$ cat config.mk
export PLATFORM = sky130hd
export DESIGN_NAME = uart_tx_arbiter
export DESIGN_NICKNAME = d
export VERILOG_FILES = /design/src/rtl/uart_tx_arbiter.sv
export SDC_FILE = /design/constraint.sdc
export NUM_CORES = 1
export LEC_CHECK = 0
export ABC_CLOCK_PERIOD_IN_PS = 2900
export CORE_MARGIN = 2
export CORE_UTILIZATION = 28
export CTS_CLUSTER_SIZE = 12
export DETAILED_ROUTE_END_ITERATION = 10
export HOLD_SLACK_MARGIN = 0.15
export PLACE_DENSITY_LB_ADDON = 0.25
export SETUP_SLACK_MARGIN = 0.15
export SYNTH_ARGS = -nofsm -noshare
export SYNTH_HDL_FRONTEND = slang
export SYNTH_SLANG_ARGS = --single-unit
export TNS_END_PERCENT = 20
$ cat constraint.sdc
create_clock -name clk -period 2.9 [get_ports clk]
set_input_delay 0.58 -clock clk [delete_from_list [all_inputs] [get_ports clk]]
set_output_delay 0.58 -clock clk [all_outputs]
set_load 0.03 [all_outputs]
$ cat src/rtl/uart_tx_arbiter.sv
// Round-robin arbiter that shares one hex-print UART transmit path among N_REQ producers.
// Each producer owns a one-word holding register. A scheduler presents one held word at a
// time downstream over valid/ready. An optional idle gap follows every transfer.
module uart_tx_arbiter #(
  parameter int unsigned N_REQ   = 4,
  parameter int unsigned DATA_W  = 16,
  parameter int unsigned MIN_GAP = 0
) (
  input  logic                       clk,
  input  logic                       rst,
  input  logic [N_REQ*DATA_W-1:0]    req_data,
  input  logic [N_REQ-1:0]           req_valid,
  output logic [N_REQ-1:0]           req_ready,
  output logic [DATA_W-1:0]          out_data,
  output logic                       out_valid,
  input  logic                       out_ready,
  output logic [$clog2(N_REQ)-1:0]   grant_id,
  output logic                       busy
);

  localparam int unsigned PTR_W = $clog2(N_REQ);
  localparam int unsigned GAP_W = 8;
  localparam logic [PTR_W-1:0] LAST_IDX = PTR_W'(N_REQ - 1);
  localparam logic [GAP_W-1:0] GAP_LOAD = (MIN_GAP > 0) ? GAP_W'(MIN_GAP - 1) : '0;

  typedef enum logic [1:0] {
    StArb,
    StSend,
    StGap
  } state_e;

  state_e                state_q, state_d;
  logic [N_REQ-1:0]      held_q, held_d;
  logic [DATA_W-1:0]     hold_data_q [N_REQ];
  logic [N_REQ-1:0]      load;
  logic [PTR_W-1:0]      rr_q, rr_d;
  logic [PTR_W-1:0]      grant_q, grant_d;
  logic [DATA_W-1:0]     data_q, data_d;
  logic [GAP_W-1:0]      gap_q, gap_d;
  logic                  xfer;
  logic                  pick_found;
  logic [PTR_W-1:0]      pick_idx;
  logic [PTR_W-1:0]      cand;
  int unsigned           cand_sum;

  // A downstream transfer completes only while presenting a word.
  assign xfer = (state_q == StSend) && out_ready;

  // Capture requests into empty holding registers; the granted slot cannot reload on its
  // completion edge because its held bit is still set in that cycle.
  always_comb begin
    load   = req_valid & ~held_q;
    held_d = held_q;
    if (xfer) begin
      held_d[grant_q] = 1'b0;
    end
    held_d = held_d | load;
  end

  // Holding register flags.
  always_ff @(posedge clk or posedge rst) begin
    if (rst) begin
      held_q <= '0;
    end else begin
      held_q <= held_d;
    end
  end

  // Holding register payloads, one per requester.
  for (genvar i = 0; i < N_REQ; i++) begin : g_hold
    always_ff @(posedge clk or posedge rst) begin
      if (rst) begin
        hold_data_q[i] <= '0;
      end else if (load[i]) begin
        hold_data_q[i] <= req_data[i*DATA_W +: DATA_W];
      end
    end
  end

  // Round-robin search: first held index starting at rr_q. Scanning offsets high to low
  // lets the smallest offset win. The wrap is explicit so non-power-of-2 N_REQ never
  // produces an out-of-range index.
  always_comb begin
    pick_found = 1'b0;
    pick_idx   = '0;
    cand       = '0;
    cand_sum   = 0;
    for (int off = int'(N_REQ) - 1; off >= 0; off--) begin
      cand_sum = 32'(rr_q) + 32'(off);
      if (cand_sum >= N_REQ) begin
        cand_sum = cand_sum - N_REQ;
      end
      cand = PTR_W'(cand_sum);
      if (held_q[cand]) begin
        pick_found = 1'b1;
        pick_idx   = cand;
      end
    end
  end

  // State register and datapath registers.
  always_ff @(posedge clk or posedge rst) begin
    if (rst) begin
      state_q <= StArb;
      rr_q    <= '0;
      grant_q <= '0;
      data_q  <= '0;
      gap_q   <= '0;
    end else begin
      state_q <= state_d;
      rr_q    <= rr_d;
      grant_q <= grant_d;
      data_q  <= data_d;
      gap_q   <= gap_d;
    end
  end

  // Next-state logic for the ARB / SEND / GAP sequence.
  always_comb begin
    state_d = state_q;
    rr_d    = rr_q;
    grant_d = grant_q;
    data_d  = data_q;
    gap_d   = gap_q;
    unique case (state_q)
      StArb: begin
        if (pick_found) begin
          grant_d = pick_idx;
          data_d  = hold_data_q[pick_idx];
          state_d = StSend;
        end
      end
      StSend: begin
        if (out_ready) begin
          // Pointer moves only on completed transfers, just past the served requester.
          rr_d = (grant_q == LAST_IDX) ? '0 : grant_q + 1'b1;
          if (MIN_GAP > 0) begin
            gap_d   = GAP_LOAD;
            state_d = StGap;
          end else begin
            state_d = StArb;
          end
        end
      end
      StGap: begin
        if (gap_q == '0) begin
          state_d = StArb;
        end else begin
          gap_d = gap_q - 1'b1;
        end
      end
      default: begin
        state_d = StArb;
      end
    endcase
  end

  // Outputs decoded from registered state only.
  always_comb begin
    out_valid = (state_q == StSend);
    out_data  = data_q;
    grant_id  = grant_q;
    req_ready = ~held_q;
    busy      = (|held_q) || (state_q != StArb);
  end

endmodule

== After elaboration in Yosys (flattened, before gate mapping) ==
Index checks and enable logic that the tools add are counted.

* Register bits: 98
* Memory bits (writable): 0
* Memories: 0
* Bits of input ports: 71
* Memory bits (read-only): 0
* Logic and storage cells: 85
* Latch bits: 0
* Output and inout bits: 24

* Divide/modulo/power cells: 0
* Shift-type cells: 0
* Bitwise gates (word level): 7
* $lt $le $gt $ge: 11
* $mul: 0
* Eq/ne operators: 6
* Add/subtract/negate cells: 9
* Muxes and demuxes: 31
* Reductions and logical operators: 11

{| class="wikitable"
|+ Operators with widths
! cell !! count
|-
| $bmux 16 s2 || 1
|-
| $mux 16 || 2
|-
| $mux 2 || 12
|-
| $lt 2x3->1 const B || 5
|-
| $ge 3x3->1 const B || 4
|-
| $mux 1 || 9
|-
| $and 4x4->4 || 2
|-
| $bmux 1 s2 || 4
|-
| $logic_not 8->1 || 1
|-
| $not 4->4 || 2
|-
| $sub 2x1->2 const B || 4
|-
| $sub 8x1->8 const B || 1
|-
| $add 2x2->3 const B || 2
|-
| $pmux 2 s3 || 1
|-
| $reduce_and 2->1 || 3
|-
| $eq 2x2->1 const B || 2
|-
| $mux 4 || 1
|-
| $ne 2x2->1 const B || 2
|-
| $or 4x4->4 || 1
|-
| $reduce_or 4->1 || 1
|-
| $add 2x1->3 const B || 1
|-
| $ge 2x3->1 const B || 1
|-
| $not 2->3 || 1
|-
| $reduce_and 3->1 || 1
|-
| other kinds (10) || 11
|}

== Longest topological paths before layout ==
Gate-level depths: netlist of run 1.

* Word-level depth: 13
* Depth in mapped cells: 8
* Depth with buffers taken out: 5

== Worst setup path before layout of run 1 ==
No wires, ideal clock.

* Path kind: flip-flop to flip-flop
* From: reg held_q[2]
* To: reg data_q[10], in the netlist out_data[10]
* Slack: 1.152 ns
* Period minus slack after synthesis: 1.748 ns
* Arrival: 1.609 ns
* Setup time: 0.139 ns
* Cell stages (with the launch flop): 8
* Cell sequence: dfrtp_1 > inv_1 > o21ai_0 > a221o_1 > buf_6 > buf_6 > mux2i_1 > o221ai_1

* Longest elaborated chain between the ends: 10
* Elaborated cells between the ends (all ways): 21
* Classes of those cells: mux: 19; bitwise: 1; reduce/logical: 1

{| class="wikitable"
|+ RTL lines
! element !! RTL line !! text
|-
| from (decl) || 33 || <nowiki>logic [N_REQ-1:0] held_q, held_d;</nowiki>
|-
| from (signal assigned) || 65 || <nowiki>held_q <= held_d;</nowiki>
|-
| $bmux 1 s2 || 94 || <nowiki>if (held_q[cand]) begin</nowiki>
|-
| $mux 1 (implied by the code) || 94 ||
|-
| $mux 2 (4 in series) || 94 ||
|-
| $not 2->3 (implied by the code) || 129 || <nowiki>data_d = hold_data_q[pick_idx];</nowiki>
|-
| $bmux 16 s2 || 129 ||
|-
| $mux 16 (implied by the code) (2 in series) || 129 ||
|-
| to (signal assigned) || 113 || <nowiki>data_q <= data_d;</nowiki>
|-
| to (decl) || 38 || <nowiki>logic [DATA_W-1:0] data_q, data_d;</nowiki>
|}

Several ways; a longest one is shown, not always the timed one. The select of a mux whose other input is x is not followed.
A chain may end at the register's enable or synchronous reset.

== Worst setup path after layout of run 1 ==
* From: reg held_q[1]
* To: out busy

* Longest elaborated chain between the ends: 2

{| class="wikitable"
|+ RTL lines
! element !! RTL line !! text
|-
| $reduce_or 4->1 || 164 || <nowiki>busy = (|held_q) || (state_q != StArb);</nowiki>
|-
| $logic_or 1x1->1 || 164 ||
|-
| to (decl) || 18 || <nowiki>output logic busy</nowiki>
|}

Every way passes these cells.

==> metrics.md, run 1 <==
| Metric | Value |
|---|---|
| First-pass GRT wire length | 14500 microns |
| CP arrival | 1.86 ns |
| Crit Path Max Fanout | 6 |
| Max_cap viols | 0 |
| Layout cell share with drive strength beyond 1 | 24.9% |
| Max-slew violation count | 0 |
| Grt ovf | 0 |
| Distinct cells, synth | 22 |
| RSZ-0062 raised after global routing | no |
| Register area share after synthesis | 57.2% |
| First-pass iteration count of the detailed router | 4 |
| Startpoint types | flip-flop |
| Hold buffers post-CTS | 0 |
| Largest net degree at the start of global routing | 51 |
| Crit path cell chain | nor4_2, nand2b_1, clkdlybuf4s50_1 |
| Seq pwr share | 38.3% |
| Clock Skews | 0.00563 ns |
| Synth Instances | 282 |
| H-tree depth | 3 |
| Routed wire length | 9500 microns |
| Post-Syn Area per Cell | 13.8 sq um |
| Largest family of logic cells by synthesized area | multiplexers |
| Area Growth Syn to Fin | 36.8% |
| Warnings, synthesis | 0 |
| Die Y | 122 microns |
| Number of setup buffers added after CTS | 0 |
| Slew @ Worst Pin | 0.739 ns |
| Most frequent cells in the layout | 94 x clkdlybuf4s50_1, 89 x dfrtp_1, 66 x mux2_2, 33 x mux2i_1, 19 x nand2_1 |
| Final setup fails | 0 |
| Vias in the first global route | 2613 |
| Complex-gate fraction of the synthesized area | 5.27% |
| Final nets | 451 |
| WS Path Type | reg2out |
| Antenna Diode Count | 0 |
| Post-route DRC violation count | 0 |
| Setup TNS | 0 ns |
| Max-slew headroom | 50.7% |
| Worst path max stage delay | 0.60 ns |
| FF-to-FF path depth | 6 |
| Starting Density | 28.4% |
| Capturing point of the worst reg2reg path | out_data[13]$_DFFE_PP0P_ |
| XOR/XNOR Fraction of Synth Area | 0% |
| Critical Path RT | 2.32 ns |
| Slowest cell on the critical path | clkdlybuf4s50_1 |
| Status | finished clean |
| Synth top area share | 57.2% |
| Worst vdd ir | 514 uV |
| CTS sink cnt | 89 |
| Min Hold Slack | 0.504 ns |
| Sw Share | 33.9% |
| Register-to-Register Setup Slack | 0.82 ns |
| Chip width | 122 microns |
| Row cnt | 43 |
| Root buffer cell | clkbuf_16 |
| Fillers | 1310 |
| Origin of the critical flop-to-flop path | held_q[2]$_DFF_PP0_ |
| Placer Congestion | 0.776 |
| Internal Power | 0.00383 W |
| Final ANT Viol Nets | 0 |
| DP HPWL | 6580 microns |
| Area of the die | 0.0149 sq mm |
| Worst-Skew Late Latency | 0.34 ns |
| Combinational fraction of design power | 41.0% |
| Pwr dens | 1090 mW/mm^2 |
| Hold_sp | hold_data_q[20]$_DFFE_PP0P_ |
| # IOs | 95 |
| Top post-synthesis cells by area | dfrtp_1 57%, mux2_2 19%, mux2i_1 8.5%, o221ai_1 3.6%, nand2_1 1.8% |
| Post-synthesis net count | 357 |
| Area leader, netlist | dfrtp_1 |
| Total CTS buffers | 9 |
| Worst hold path depth | 1 |
| Max frequency | 410 MHz |
| Crit path launch | held_q[1]$_DFF_PP0_ |
| Initial antenna violation count | 0 |
| Commonest non-fill, non-tap cell in the layout | clkdlybuf4s50_1 |
| Lkg Pwr | 2.25 nW |
| Clock buffer depth | 2 |
| Type of destination of the critical path | output pin |
| Final Critical Period | 2.44 ns |
| CTS clk-pin slew, worst paths | 0.06 ns |
| Simple logic cell fraction of the synthesized area | 4.63% |
| Final hold vios | 0 |
| Proportion of synthesized area in mux cells | 27.6% |
| Core footprint | 0.0137 sq mm |
| Hold Crit Class | reg2reg |
| CTS tree | built |
| Crit share post-route | 84.2% |
| All-layer global routing usage | 13.3% |
| Initial DRC count | 109 |
| Post-cts sizing count | 0 |
| Vias | 2566 |
| WP buf/inv | 1 |
| Switch Pwr | 0.00196 W |
| Synthesized area | 0.00389 sq mm |
| Synthesized flop and latch total | 89 |
| Port bufs | 94 |
| WL/cell | 16.9 microns |
| Clock group share of total power | 20.7% |
| Adder-cell area share of the yosys netlist | 1.29% |
| Hold Path Sink | hold_data_q[20]$_DFFE_PP0P_ |
| Vias/cell | 4.57 |
| Top Family by Delay on Critical Path | buffers and inverters |
## synth_stat cells
master,number
mux2i_1,33
nand2b_1,2
o221ai_1,16
buf_4,1
dfrtp_1,89
o21ai_0,4
nand2_1,19
clkbuf_1,5
or2_1,1
and2_1,1
nor4_2,1
nor2b_1,5
mux2_2,66
or2_0,1
buf_2,7
a31oi_1,4
inv_1,7
nor3b_1,1
nor2_1,7
buf_6,6
a221o_1,2
ha_1,4
## cell families (layout without fill, tap and decap cells)
group,count (synthesis),count (layout)
fa+ha+maj,4,4
compound gates,26,26
simple gates,38,38
buf+inv,26,125
mux,99,99
flops,89,89
## power groups by stage
| stage | logic [W] | clock network (W) | registers (W) |
|---|---|---|---|
| after floorplan | 0.00157 | 0 | 0.00235 |
| after global placement | 0.00237 | 0 | 0.00223 |
| after detailed placement | 0.00242 | 0 | 0.00224 |
| after CTS | 0.00243 | 0.00124 | 0.00222 |
| after global routing | 0.00257 | 0.00128 | 0.00230 |
| final | 0.00238 | 0.00120 | 0.00221 |
## layer usage
metal  vias to the layer above  wire, microns  GRT usage, %  part of all wire (%)
met4                         0            145          4.74                   1.5
li1                       1199              -             -                     -
met3                        12            532          4.17                   5.6
met5                         -              0             0                     0
met1                      1276           4410          17.1                    46
met2                        79           4410          21.2                    46
## flip-flops by register name (all words and copies together) (netlist names)
signal	cells
hold_data_q	64
out_data	16
held_q	4
grant_id	2
rr_q	2
state_q	1
## how the worst max path moves through the flow
stage | to | slack (ns) | cells past startpoint
after detailed placement | busy | 0.81 | 3
after floorplan | out_data[10]$_DFFE_PP0P_ | 1.15 | 7
after global routing | busy | 0.32 | 3
after CTS | busy | 0.42 | 3
final | busy | 0.46 | 3
after global placement | busy | 0.82 | 3
## area by class of cell
type | instances | area, sq um | share of cell area (%)
clock inverter | 2 | 35.0 | 0.658
timing repair buffer | 102 | 1010 | 19.0
multi-input combinational | 167 | 1520 | 28.5
tap | 180 | 225 | 4.23
clock buffer | 14 | 274 | 5.15
sequential | 89 | 2230 | 41.8
inverter | 7 | 30.0 | 0.564
## through the flow
step	instances	power [W]	setup WS, ns	utilization (%)	area (sq um)
final	561	0.00579	0.459	38.8	5330
after global routing	561	0.00614	0.319	38.8	5330
after CTS	561	0.00589	0.425	38.8	5330
after detailed placement	545	0.00466	0.805	36.6	5020
after global placement	545	0.00459	0.822	36.6	5020
after floorplan	282	0.00391	1.15	-	3890
Power figures use the tool's default switching activity.
==> run 2, diff against run 1 <==
Settings changed: ABC_CLOCK_PERIOD_IN_PS 2900 to 2500.
Clock period 2.9 ns to 2.5 ns, I/O delays scaled along.
==> metrics.md, run 2 (synthesized netlist as in run 1, its figures left out) <==
| Metric | Value |
|---|---|
| Status | finished clean (unchanged) |
| Internal Power | 0.00445 W (was 0.00383 W) |
| Commonest non-fill, non-tap cell in the layout | clkdlybuf4s50_1 (unchanged) |
| Area Growth Syn to Fin | 37.2% (was 36.8%) |
| FF-to-FF path depth | 5 (was 6) |
| Starting Density | 28.4% (unchanged) |
| First-pass GRT wire length | 14400 microns (was 14500 microns) |
| Type of destination of the critical path | output pin (unchanged) |
| Vias in the first global route | 2685 (was 2613) |
| Final setup fails | 0 (unchanged) |
| Slew @ Worst Pin | 0.660 ns (was 0.739 ns) |
| Critical Path RT | 2.00 ns (was 2.32 ns) |
| Hold Path Sink | hold_data_q[20]$_DFFE_PP0P_ (unchanged) |
| Max-slew headroom | 55.9% (was 50.7%) |
| First-pass iteration count of the detailed router | 4 (unchanged) |
| CTS clk-pin slew, worst paths | 0.06 ns (about the same) |
| Pwr dens | 1260 mW/mm^2 (was 1090 mW/mm^2) |
| WL/cell | 16.4 microns (was 16.9 microns) |
| Layout cell share with drive strength beyond 1 | 25.3% (was 24.9%) |
| Top register by number of flip-flops | hold_data_q (unchanged) |
| Worst vdd ir | 473 uV (was 514 uV) |
| Post-route DRC violation count | 0 (unchanged) |
| Vias | 2531 (was 2566) |
| Root buffer cell | clkbuf_16 (unchanged) |
| Origin of the critical flop-to-flop path | held_q[3]$_DFF_PP0_ (was held_q[2]$_DFF_PP0_) |
| WS Path Type | reg2out (unchanged) |
| Worst hold path depth | 1 (unchanged) |
| Largest net degree at the start of global routing | 47 (was 51) |
| Number of setup buffers added after CTS | 0 (unchanged) |
| Sw Share | 33.6% (was 33.9%) |
| Max FFs per register | 64 (unchanged) |
| Switch Pwr | 0.00226 W (was 0.00196 W) |
| Area of the die | 0.0149 sq mm (unchanged) |
| Hold buffers post-CTS | 0 (unchanged) |
| Final hold vios | 0 (unchanged) |
| Antenna Diode Count | 0 (unchanged) |
| Clock Skews | 0.00688 ns (was 0.00563 ns) |
| CTS sink cnt | 89 (unchanged) |
| Post-cts sizing count | 1 (was 0) |
| CP arrival | 1.61 ns (was 1.86 ns) |
| Clock group share of total power | 20.6% (was 20.7%) |
| RSZ-0062 raised after global routing | no (unchanged) |
| Routed wire length | 9260 microns (was 9500 microns) |
| Crit share post-route | 84.6% |
| # IOs | 95 (unchanged) |
| Register-to-Register Setup Slack | 0.55 ns (was 0.82 ns) |
| Port bufs | 94 (unchanged) |
| Combinational fraction of design power | 41.2% (was 41.0%) |
| CTS tree | built (unchanged) |
| Final Util | 38.9% (was 38.8%) |
| Setup ws final | 0.386 ns (was 0.459 ns) |
| Fillers | 1350 (was 1310) |
| Worst-Skew Late Latency | 0.34 ns (about the same) |
| H-tree depth | 3 (unchanged) |
| Placer Congestion | 0.818 (was 0.776) |
| Final nets | 453 (was 451) |
| Grt ovf | 0 (unchanged) |
| Startpoint types | flip-flop (unchanged) |
| Initial antenna violation count | 0 (unchanged) |
| All-layer global routing usage | 13.1% (was 13.3%) |
| Max_cap viols | 0 (unchanged) |
| Die Y | 122 microns (unchanged) |
| Hold_sp | hold_data_q[20]$_DFFE_PP0P_ (unchanged) |
| Most frequent cells in the layout | 93 x clkdlybuf4s50_1, 89 x dfrtp_1, 66 x mux2_2, 33 x mux2i_1, 19 x nand2_1 (was 94 x clkdlybuf4s50_1, 89 x dfrtp_1, 66 x mux2_2, 33 x mux2i_1, 19 x nand2_1) |
| Crit Path Max Fanout | 6 (unchanged) |
| Worst Setup Slack post-DPL | 0.504 ns (was 0.805 ns) |
| Initial DRC count | 128 (was 109) |
| Row cnt | 43 (unchanged) |
| Max frequency | 473 MHz |
| Core footprint | 0.0137 sq mm (unchanged) |
| Final Critical Period | 2.11 ns |
| Capturing point of the worst reg2reg path | out_data[0]$_DFFE_PP0P_ (was out_data[13]$_DFFE_PP0P_) |
| Total CTS buffers | 9 (unchanged) |
| Seq pwr share | 38.1% (was 38.3%) |
| Chip width | 122 microns (unchanged) |
| Vias/cell | 4.50 (was 4.57) |
| Lkg Pwr | 2.26 nW (was 2.25 nW) |
| Setup TNS | 0 ns (unchanged) |
| Max-slew violation count | 0 (unchanged) |
| Clock buffer depth | 2 (unchanged) |
| Final ANT Viol Nets | 0 (unchanged) |
| DP HPWL | 6550 microns (was 6580 microns) |
| Hold Crit Class | reg2reg (unchanged) |
[run 2: cell count changes in the layout (fill, tap and decap cells not counted)]
cell / delta
buf_4: +2
clkdlybuf4s50_1: -1
dlygate4sd2_1: +1
[run 2: power by group through the flow]
stage	Sequential, W	Clock [W]	Combinational, W
2_1_floorplan	0.00272	0	0.00182
3_3_place_gp	0.00256	0	0.00277
3_5_place_dp	0.00259	0	0.00283
4_1_cts	0.00257	0.00143	0.00283
5_1_grt	0.00267	0.00149	0.00300
6_report	0.00256	0.00138	0.00276
[run 2: worst max-delay path, cell delays in order (launching register included)]
cell	delay (ns)
dfrtp_1	0.45
nor4_2	0.36
nand2b_1	0.10
dlygate4sd2_1	0.36
[run 2: routing by layer]
| layer | track usage, % | vias to the layer above | routed length [microns] |
|---|---|---|---|
| met5 | 0 | - | 0 |
| met4 | 3.66 | 0 | 104 |
| met3 | 4.92 | 10 | 615 |
| met2 | 20.1 | 69 | 4320 |
| met1 | 17.5 | 1257 | 4220 |
| li1 | - | 1195 | - |
[run 2: final cells by class]
type	instances	area [sq um]	area share, %
clock inverters	2	35.0	0.656
well taps	180	225	4.22
multi-input cells	167	1520	28.5
repair buffers	104	1030	19.2
flip-flops and latches	89	2230	41.7
clock buffers	14	274	5.13
inverters	7	30.0	0.562
[run 2: worst max-delay path by stage]
stage	startpoint	cells past startpoint	end
2_1_floorplan	held_q[2]$_DFF_PP0_	7	out_data[10]$_DFFE_PP0P_
3_3_place_gp	held_q[1]$_DFF_PP0_	3	busy
3_5_place_dp	held_q[1]$_DFF_PP0_	3	busy
4_1_cts	held_q[1]$_DFF_PP0_	3	busy
5_1_grt	held_q[3]$_DFF_PP0_	3	busy
6_report	held_q[1]$_DFF_PP0_	3	busy
[run 2: through the flow]
stage	cell area [sq um]	hold slack (ns)	instances	power, W
floorplan	3890	0.480	282	0.00454
global placement	5030	0.473	547	0.00534
detailed placement	5030	0.484	547	0.00542
CTS	5340	0.508	563	0.00683
global route	5340	0.519	563	0.00716
finish	5340	0.504	563	0.00670
==> run 3, diff against run 2 <==
Settings changed: ABC_CLOCK_PERIOD_IN_PS 2500 to 2200.
Clock period 2.5 ns to 2.2 ns, I/O delays scaled along.
==> metrics.md, run 3 (synthesized netlist as in run 1, its figures left out) <==
| Metric | Value |
|---|---|
| Status | finished clean (unchanged) |
| Met1 usage | 18.3% (was 17.5%) |
| Setup TNS | 0 ns (unchanged) |
| CTS sink cnt | 89 (unchanged) |
| Hold Crit Class | reg2reg (unchanged) |
| # IOs | 95 (unchanged) |
| Routed wire length | 9570 microns (was 9260 microns) |
| Commonest non-fill, non-tap cell in the layout | clkdlybuf4s50_1 (unchanged) |
| FF-to-FF path depth | 5 (unchanged) |
| Max-slew violation count | 0 (unchanged) |
| Port bufs | 94 (unchanged) |
| Worst-Skew Late Latency | 0.33 ns (was 0.34 ns) |
| Critical Path RT | 1.76 ns (was 2.00 ns) |
| Largest net degree at the start of global routing | 41 (was 47) |
| RSZ-0062 raised after global routing | yes (was no) |
| Area Growth Syn to Fin | 39.1% (was 37.2%) |
| Initial DRC count | 130 (was 128) |
| First-pass GRT wire length | 14800 microns (was 14400 microns) |
| Crit Path Max Fanout | 7 (was 6) |
| Most frequent cells in the layout | 91 x clkdlybuf4s50_1, 89 x dfrtp_1, 66 x mux2_2, 33 x mux2i_1, 19 x nand2_1 (was 93 x clkdlybuf4s50_1, 89 x dfrtp_1, 66 x mux2_2, 33 x mux2i_1, 19 x nand2_1) |
| All-layer global routing usage | 13.6% (was 13.1%) |
| Met2 Resource Use GR | 21.0% (was 20.1%) |
| CTS clk-pin slew, worst paths | 0.06 ns (about the same) |
| Layout cell share with drive strength beyond 1 | 25.8% (was 25.3%) |
| Initial antenna violation count | 0 (unchanged) |
| Antenna Diode Count | 0 (unchanged) |
| WS Path Type | reg2out (unchanged) |
| Worst vdd ir | 541 uV (was 473 uV) |
| Hold buffers post-CTS | 0 (unchanged) |
| First-pass iteration count of the detailed router | 4 (unchanged) |
| Startpoint types | flip-flop (unchanged) |
| Clock buffer depth | 2 (unchanged) |
| Final nets | 455 (was 453) |
| Top register by number of flip-flops | hold_data_q (unchanged) |
| Final non-filler cell total | 564 (was 563) |
| Max FFs per register | 64 (unchanged) |
| Max frequency | 493 MHz |
| Worst Setup Slack post-DPL | 0.225 ns (was 0.504 ns) |
| Type of destination of the critical path | output pin (unchanged) |
| CP arrival | 1.59 ns (was 1.61 ns) |
| Final ANT Viol Nets | 0 (unchanged) |
| Max_cap viols | 0 (unchanged) |
| Chip width | 122 microns (unchanged) |
| Setup ws final | 0.172 ns (was 0.386 ns) |
| Post-route DRC violation count | 0 (unchanged) |
| Crit share post-route | 92.2% |
| Placed cell area | 0.00511 sq mm (was 0.00503 sq mm) |
| Row cnt | 43 (unchanged) |
| Pwr dens | 1400 mW/mm^2 (was 1260 mW/mm^2) |
| CTS tree | built (unchanged) |
| Vias in the first global route | 2676 (was 2685) |
| GR Layer Usage met3 | 4.73% (was 4.92%) |
| WL/cell | 17.0 microns (was 16.4 microns) |
| Final Util | 39.5% (was 38.9%) |
| Die Y | 122 microns (unchanged) |
| Top Usage Layer GRT | met2 (unchanged) |
| Placer Congestion | 0.838 (was 0.818) |
| Grt ovf | 0 (unchanged) |
| DP HPWL | 6620 microns (was 6550 microns) |
| Final hold vios | 0 (unchanged) |
| Core footprint | 0.0137 sq mm (unchanged) |
| Total CTS buffers | 9 (unchanged) |
| Placed Cells | 548 (was 547) |
| Area of the die | 0.0149 sq mm (unchanged) |
| Worst hold path depth | 2 (was 1) |
| Vias/cell | 4.60 (was 4.50) |
| Max-slew headroom | 64.2% (was 55.9%) |
| Final instance area | 0.00541 sq mm (was 0.00534 sq mm) |
| H-tree depth | 3 (unchanged) |
| Lkg Pwr | 2.30 nW (was 2.26 nW) |
| Vias | 2597 (was 2531) |
| Final Critical Period | 2.03 ns |
| Final setup fails | 0 (unchanged) |
| Slew @ Worst Pin | 0.535 ns (was 0.660 ns) |
| Starting Density | 28.4% (unchanged) |
| Clock Skews | 0.00388 ns (was 0.00688 ns) |
| Root buffer cell | clkbuf_16 (unchanged) |
run 3: cell types whose count changed in the layout (fill, tap and decap cells not counted):
cell,change
buf_12,+6
nor4_2,-1
clkinvlp_4,+1
bufinv_16,-1
buf_4,-4
clkdlybuf4s50_1,-2
dlygate4sd2_1,+1
dlymetal6s2s_1,+1
clkbuf_1,-1
nor4_4,+1
run 3: final cells by class:
cell class                 count  area [sq um]
timing repair buffer         106          1120
sequential                    89          2230
clock buffer                  13           270
multi-input combinational    167          1530
inverter                       7          30.0
tap                          180           225
clock inverter                 2          12.5
fill                        1333          8310
run 3: final timing paths:
kind | start | end | slack, ns
worst max-delay path | held_q[2]$_DFF_PP0_ | req_ready[2] | 0.17
min in group asynchronous | rst | grant_id[0]$_DFFE_PP0P_ | 0.50
max in group asynchronous | rst | hold_data_q[39]$_DFFE_PP0P_ | 1.13
worst min register to register | out_data[15]$_DFFE_PP0P_ | out_data[15]$_DFFE_PP0P_ | 0.49
worst max register to register | held_q[3]$_DFF_PP0_ | out_data[1]$_DFFE_PP0P_ | 0.28
worst min-delay path | out_data[15]$_DFFE_PP0P_ | out_data[15]$_DFFE_PP0P_ | 0.49
run 3: critical path, cell delays in order (launching register included):
cell and delay [ns]:
dfrtp_1 0.47, inv_1 0.10, clkdlybuf4s50_1 0.68
run 3: metal layers:
| layer | share of wire (%) | wire [microns] |
|---|---|---|
| met2 | 47 | 4490 |
| met5 | 0 | 0 |
| met1 | 47 | 4460 |
| met3 | 5.9 | 560 |
| met4 | 0.62 | 59 |
run 3: timing repair:
action	CTS	global route
setup endpoints to repair	2	4
pin swaps	0	1
gates resized for setup	3	1
setup buffers	0	1
run 3: metrics by stage:
stage	power, W	hold WS (ns)
5_1_grt	0.00808	0.518
2_1_floorplan	0.00516	0.480
3_5_place_dp	0.00620	0.475
4_1_cts	0.00768	0.493
3_3_place_gp	0.00611	0.471
6_report	0.00757	0.494
run 3: where the power goes:
part	internal, W	switching, W
combinational	0.00169	0.00152
clock	0.000850	0.000595
sequential	0.00243	0.000487
==> edit 1, RTL diff (flow settings as in run 3) <==
Encoding of `state_e`: now one-hot (3 bits for 3 states).
--- a/src/rtl/uart_tx_arbiter.sv
+++ b/src/rtl/uart_tx_arbiter.sv
@@ -24,8 +24,8 @@
   localparam logic [GAP_W-1:0] GAP_LOAD = (MIN_GAP > 0) ? GAP_W'(MIN_GAP - 1) : '0;
 
-  typedef enum logic [1:0] {
-    StArb,
-    StSend,
-    StGap
+  typedef enum logic [2:0] {
+    StArb  = 3'b001,
+    StSend = 3'b010,
+    StGap  = 3'b100
   } state_e;
 
Formal check against the unedited RTL: same outputs for any inputs over 4 cycles, from zero or initial values and one cycle with rst high; so few cycles prove little.
==> edit 1 against run 3 <==
Routed wire length rose by 3.1%. First-iteration DRC count fell by 21%. Setup slack got worse by 0.039 ns. Sequential cell count increased by 1. Sequential share of layout area is 0.32 points lower. Register-to-register slack better by 0.04 ns. Design area increased by 2.0%. Clock power is 9.7% higher. Area after synthesis grew 4.0%. Power is 13% higher. Non-clock buffer count down 3. Largest cell class unchanged.
==> edit 1: results (changes against run 3) <==
==============================================================================
Status                                                            finished clean
Starting DRC count in detailed routing                                     103   -21%
Buffer count from post-CTS setup fixing                                      0   unchanged
Number of nets at the end of the flow                                      456   +0.22%
Max IR drop VDD                                                       0.613 mV   +13%
Commonest cells in the synthesized netlist                        sky130_fd_sc_hd__dfrtp_1, sky130_fd_sc_hd__mux2_2, sky130_fd_sc_hd__mux2i_1
Global routing usage summed across all routing layers                    0.135   -0.000576
Pin count of the biggest net entering global routing                        91   +120%
Number of placed instances with taps included                              550   +0.36%
Arrival @ worst endpoint                                               1.63 ns   +0.04 ns
Maximum fanout along the worst path                                          3   -4
Number of max-slew violations in the final report                            0   unchanged
Number of flip-flops in the largest register                                64   unchanged
Launch instance of the worst register-to-register path               held_q[2]
Critical Path Slowest Stage Cell                                  sky130_fd_sc_hd__clkdlybuf4s50_1
Sequential area share after synthesis                                    0.557   -0.0153
Number of buffers created by CTS                                             9   unchanged
Routability congestion estimate                                          0.768   -8.4%
Initial antenna violation count                                              0   unchanged
Number of library cell types mapped by synthesis                            30   +36%
Routed WL                                                              9870 um   +3.1%
Pre-Repair DR Iteration Count                                                4   unchanged
Worst setup slack after placement                                     0.205 ns   -0.0197 ns
Placed inst area                                                    5190 sq um   +1.6%
Placed wire-length estimate                                            6830 um   +3.2%
Number of global-route vias before repair                                 2815   +5.2%
Cell family with most CP delay                                    buffers and inverters
Setup clock skew after layout                                       0.00676 ns   +0.00288 ns
Post-CTS resize count                                                        2   -1
Syn nets                                                                   361   +1.1%
Hold path startpoint                                               out_data[7]
Transition time at the pin with the least slew margin                 0.499 ns   -0.0360 ns
Leakage power summed over all cells                                    2.33 nW   +1.1%
CP max stage delay                                                     0.59 ns   -0.09 ns
Largest cells by area after synthesis                             sky130_fd_sc_hd__dfrtp_1, sky130_fd_sc_hd__mux2_2, sky130_fd_sc_hd__mux2i_1
Switching fraction of total power                                        0.362   +0.0185
WL per Instance                                                        17.4 um   +2.8%
Origin of the worst setup path                                      state_q[0]
Maximum achievable frequency                                         0.484 GHz   -1.9%
Class of the tightest hold or removal check                       register to register
Insertion delay of the later-clocked pin in the worst-skew pair        0.34 ns
Synthesized area per cell                                           14.1 sq um   +2.5%
Share of cells above drive strength 1                                    0.290   +0.0323
Global-route wire length before repair                                15100 um   +1.5%
Via count of the routed design                                            2585   -0.46%
Warnings, synthesis                                                          0   unchanged
H-tree depth reported by CTS                                                 3   unchanged
==============================================================================
-- edit 1: power groups by stage --
| stage | clock, mW | sequential [mW] | combinational [mW] |
|---|---|---|---|
| CTS | 1.62 | 3.01 | 4.07 |
| global route | 1.69 | 3.13 | 4.31 |
| detailed placement | 0 | 3.03 | 4.07 |
| global placement | 0 | 2.99 | 3.98 |
| floorplan | 0 | 3.18 | 2.77 |
| finish | 1.59 | 3.01 | 3.99 |
-- edit 1: logic make-up after synthesis --
kind of cell / after synthesis / synth area share
adder cells (fa/ha/maj): 4 / 0.0124
AO/OA/AOI/OAI: 26 / 0.0650
buffers and inverters: 28 / 0.0510
flip-flops: 90 / 0.557
AND/OR/NAND/NOR: 39 / 0.0492
multiplexers: 99 / 0.265
-- edit 1: per-layer routing --
layer | track usage | vias up | share of wire
met1 | 0.172 | 1308 | 0.45
met5 | 0 | - | 0
met4 | 0.0590 | 0 | 0.017
met2 | 0.224 | 61 | 0.49
li1 | - | 1205 | -
met3 | 0.0238 | 11 | 0.040
-- edit 1: final timing paths --
check | to | slack [ns] | depth (start not counted)
worst max-delay path | out_valid | 0.13 | 3
min in group asynchronous | hold_data_q[40] | 0.58 | 3
worst max register to register | out_data[12] | 0.32 | 6
worst min-delay path | out_data[7] | 0.49 | 2
max in group asynchronous | state_q[0] | 1.23 | 3
worst min register to register | out_data[7] | 0.49 | 2
-- edit 1: cell type report --
| type | count | area [sq um] |
|---|---|---|
| Fill cell | 1366 | 8470 |
| Sequential cell | 90 | 2250 |
| Multi-Input combinational cell | 168 | 1610 |
| Timing Repair Buffer | 103 | 1080 |
| Clock buffer | 14 | 274 |
| Tap cell | 180 | 225 |
| Inverter | 9 | 37.5 |
| Clock inverter | 2 | 35.0 |
==> edit 2, RTL diff (config.mk and constraints of run 3) <==
Made on the original files. Change the parameter `DATA_W` from 16 to 14.
--- a/src/rtl/uart_tx_arbiter.sv
+++ b/src/rtl/uart_tx_arbiter.sv
@@ -4,5 +4,5 @@
 module uart_tx_arbiter #(
   parameter int unsigned N_REQ   = 4,
-  parameter int unsigned DATA_W  = 16,
+  parameter int unsigned DATA_W  = 14,
   parameter int unsigned MIN_GAP = 0
 ) (
Ports: changed (resized out_data and req_data); port bits go from 95 to 85. The function was not compared with the original's and may differ.
==> edit 2 against run 3 <==
Highest routed layer unchanged. Via count shrank 11%. Die area decreased by 11%. Critical endpoint is now req_ready[1]. Setup slack improved by 0.030 ns. Design area is 11% lower. Synthesized cell count shrank 9.6%. Power fell by 6.6%. Area after synthesis is 11% lower. Sequential cell count decreased by 10. Routed wire length is 14% lower.
==> edit 2: results (changes against run 3) <==
=================================================================================================================
Status                                                                                               finished clean
Starting DRC count in detailed routing                                                                        152   +17%
Share of cells above drive strength 1                                                                       0.244   -0.0136
Share of cell area taken by muxes after synthesis                                                           0.273   -0.00250
Synthesized-area fraction occupied by ao, oa, aoi and oai cells                                            0.0544   +0.00165
Number of global-route vias before repair                                                                    2442   -8.7%
Maximum fanout along the worst path                                                                             6   -1
Global-route wire length before repair                                                                   13000 um   -13%
Part of the total power dissipated in sequential elements                                                   0.365   -0.021
Sequential area share after synthesis                                                                       0.573   about the same
Syn nets                                                                                                      322   -9.8%
Routed WL                                                                                                 8260 um   -14%
Setup clock skew after layout                                                                          0.00475 ns   +0.000870 ns
Via density per instance                                                                                     4.71   +2.3%
Number of nets at the end of the flow                                                                         407   -11%
Number of flip-flops in the largest register                                                                   56   -13%
Largest cells by area after synthesis                                                                sky130_fd_sc_hd__dfrtp_1, sky130_fd_sc_hd__mux2_2, sky130_fd_sc_hd__mux2i_1
Placed wire-length estimate                                                                               5920 um   -11%
Global routing usage summed across all routing layers                                                       0.131   -0.00449
Internal reg-to-reg setup slack                                                                           0.35 ns   +0.07 ns
Hold path startpoint                                                                                  out_data[9]
Critical register-to-register path endpoint                                                           out_data[8]
Total power                                                                                               7.07 mW   -6.6%
Pin count of the biggest net entering global routing                                                           80   +95%
Arrival @ worst endpoint                                                                                  1.56 ns   -0.03 ns
Post-CTS resize count                                                                                           2   -1
End of the worst hold path                                                                            out_data[9]
Arithmetic-cell share of the synthesized area counting full adders, half adders and majority gates         0.0145   +0.00164
Destination of the critical timing path                                                              req_ready[1]
Number of buffers created by CTS                                                                                9   unchanged
Share of total power in the clock network                                                                   0.231   +0.040
Commonest cells in the synthesized netlist                                                           sky130_fd_sc_hd__dfrtp_1, sky130_fd_sc_hd__mux2_2, sky130_fd_sc_hd__mux2i_1
Origin of the worst setup path                                                                          held_q[1]
Port Buf Inserts                                                                                               84   -11%
Routability congestion estimate                                                                             0.795   -5.2%
Transition time at the pin with the least slew margin                                                    0.513 ns   -0.0226 ns
=================================================================================================================
[edit 2: area by class of cell]
class                      instances  area (sq um)  area share
clock inverter                     4          95.1      0.0198
clock buffer                      11           233      0.0485
tap                              147           184      0.0384
inverter                           7          30.0     0.00626
timing repair buffer              92           921       0.192
sequential                        79          1980       0.412
multi-input combinational        151          1360       0.283
[edit 2: routing by layer]
layer | vias up | GRT usage | part of all wire
met5 | - | 0 | 0
met4 | 0 | 0.0361 | 0.011
li1 | 1076 | - | -
met3 | 7 | 0.0380 | 0.057
met2 | 65 | 0.220 | 0.49
met1 | 1165 | 0.165 | 0.44
[edit 2: through the flow]
step                area (sq um)  utilization  hold slack, ns  setup WS (ns)  cells
global placement            4470        0.372           0.471          0.280    476
CTS                         4800        0.400           0.491          0.154    491
floorplan                   3450            -           0.480          0.393    255
finish                      4790        0.399           0.488          0.201    491
global route                4790        0.399           0.516          0.136    491
detailed placement          4470        0.372           0.477          0.265    476
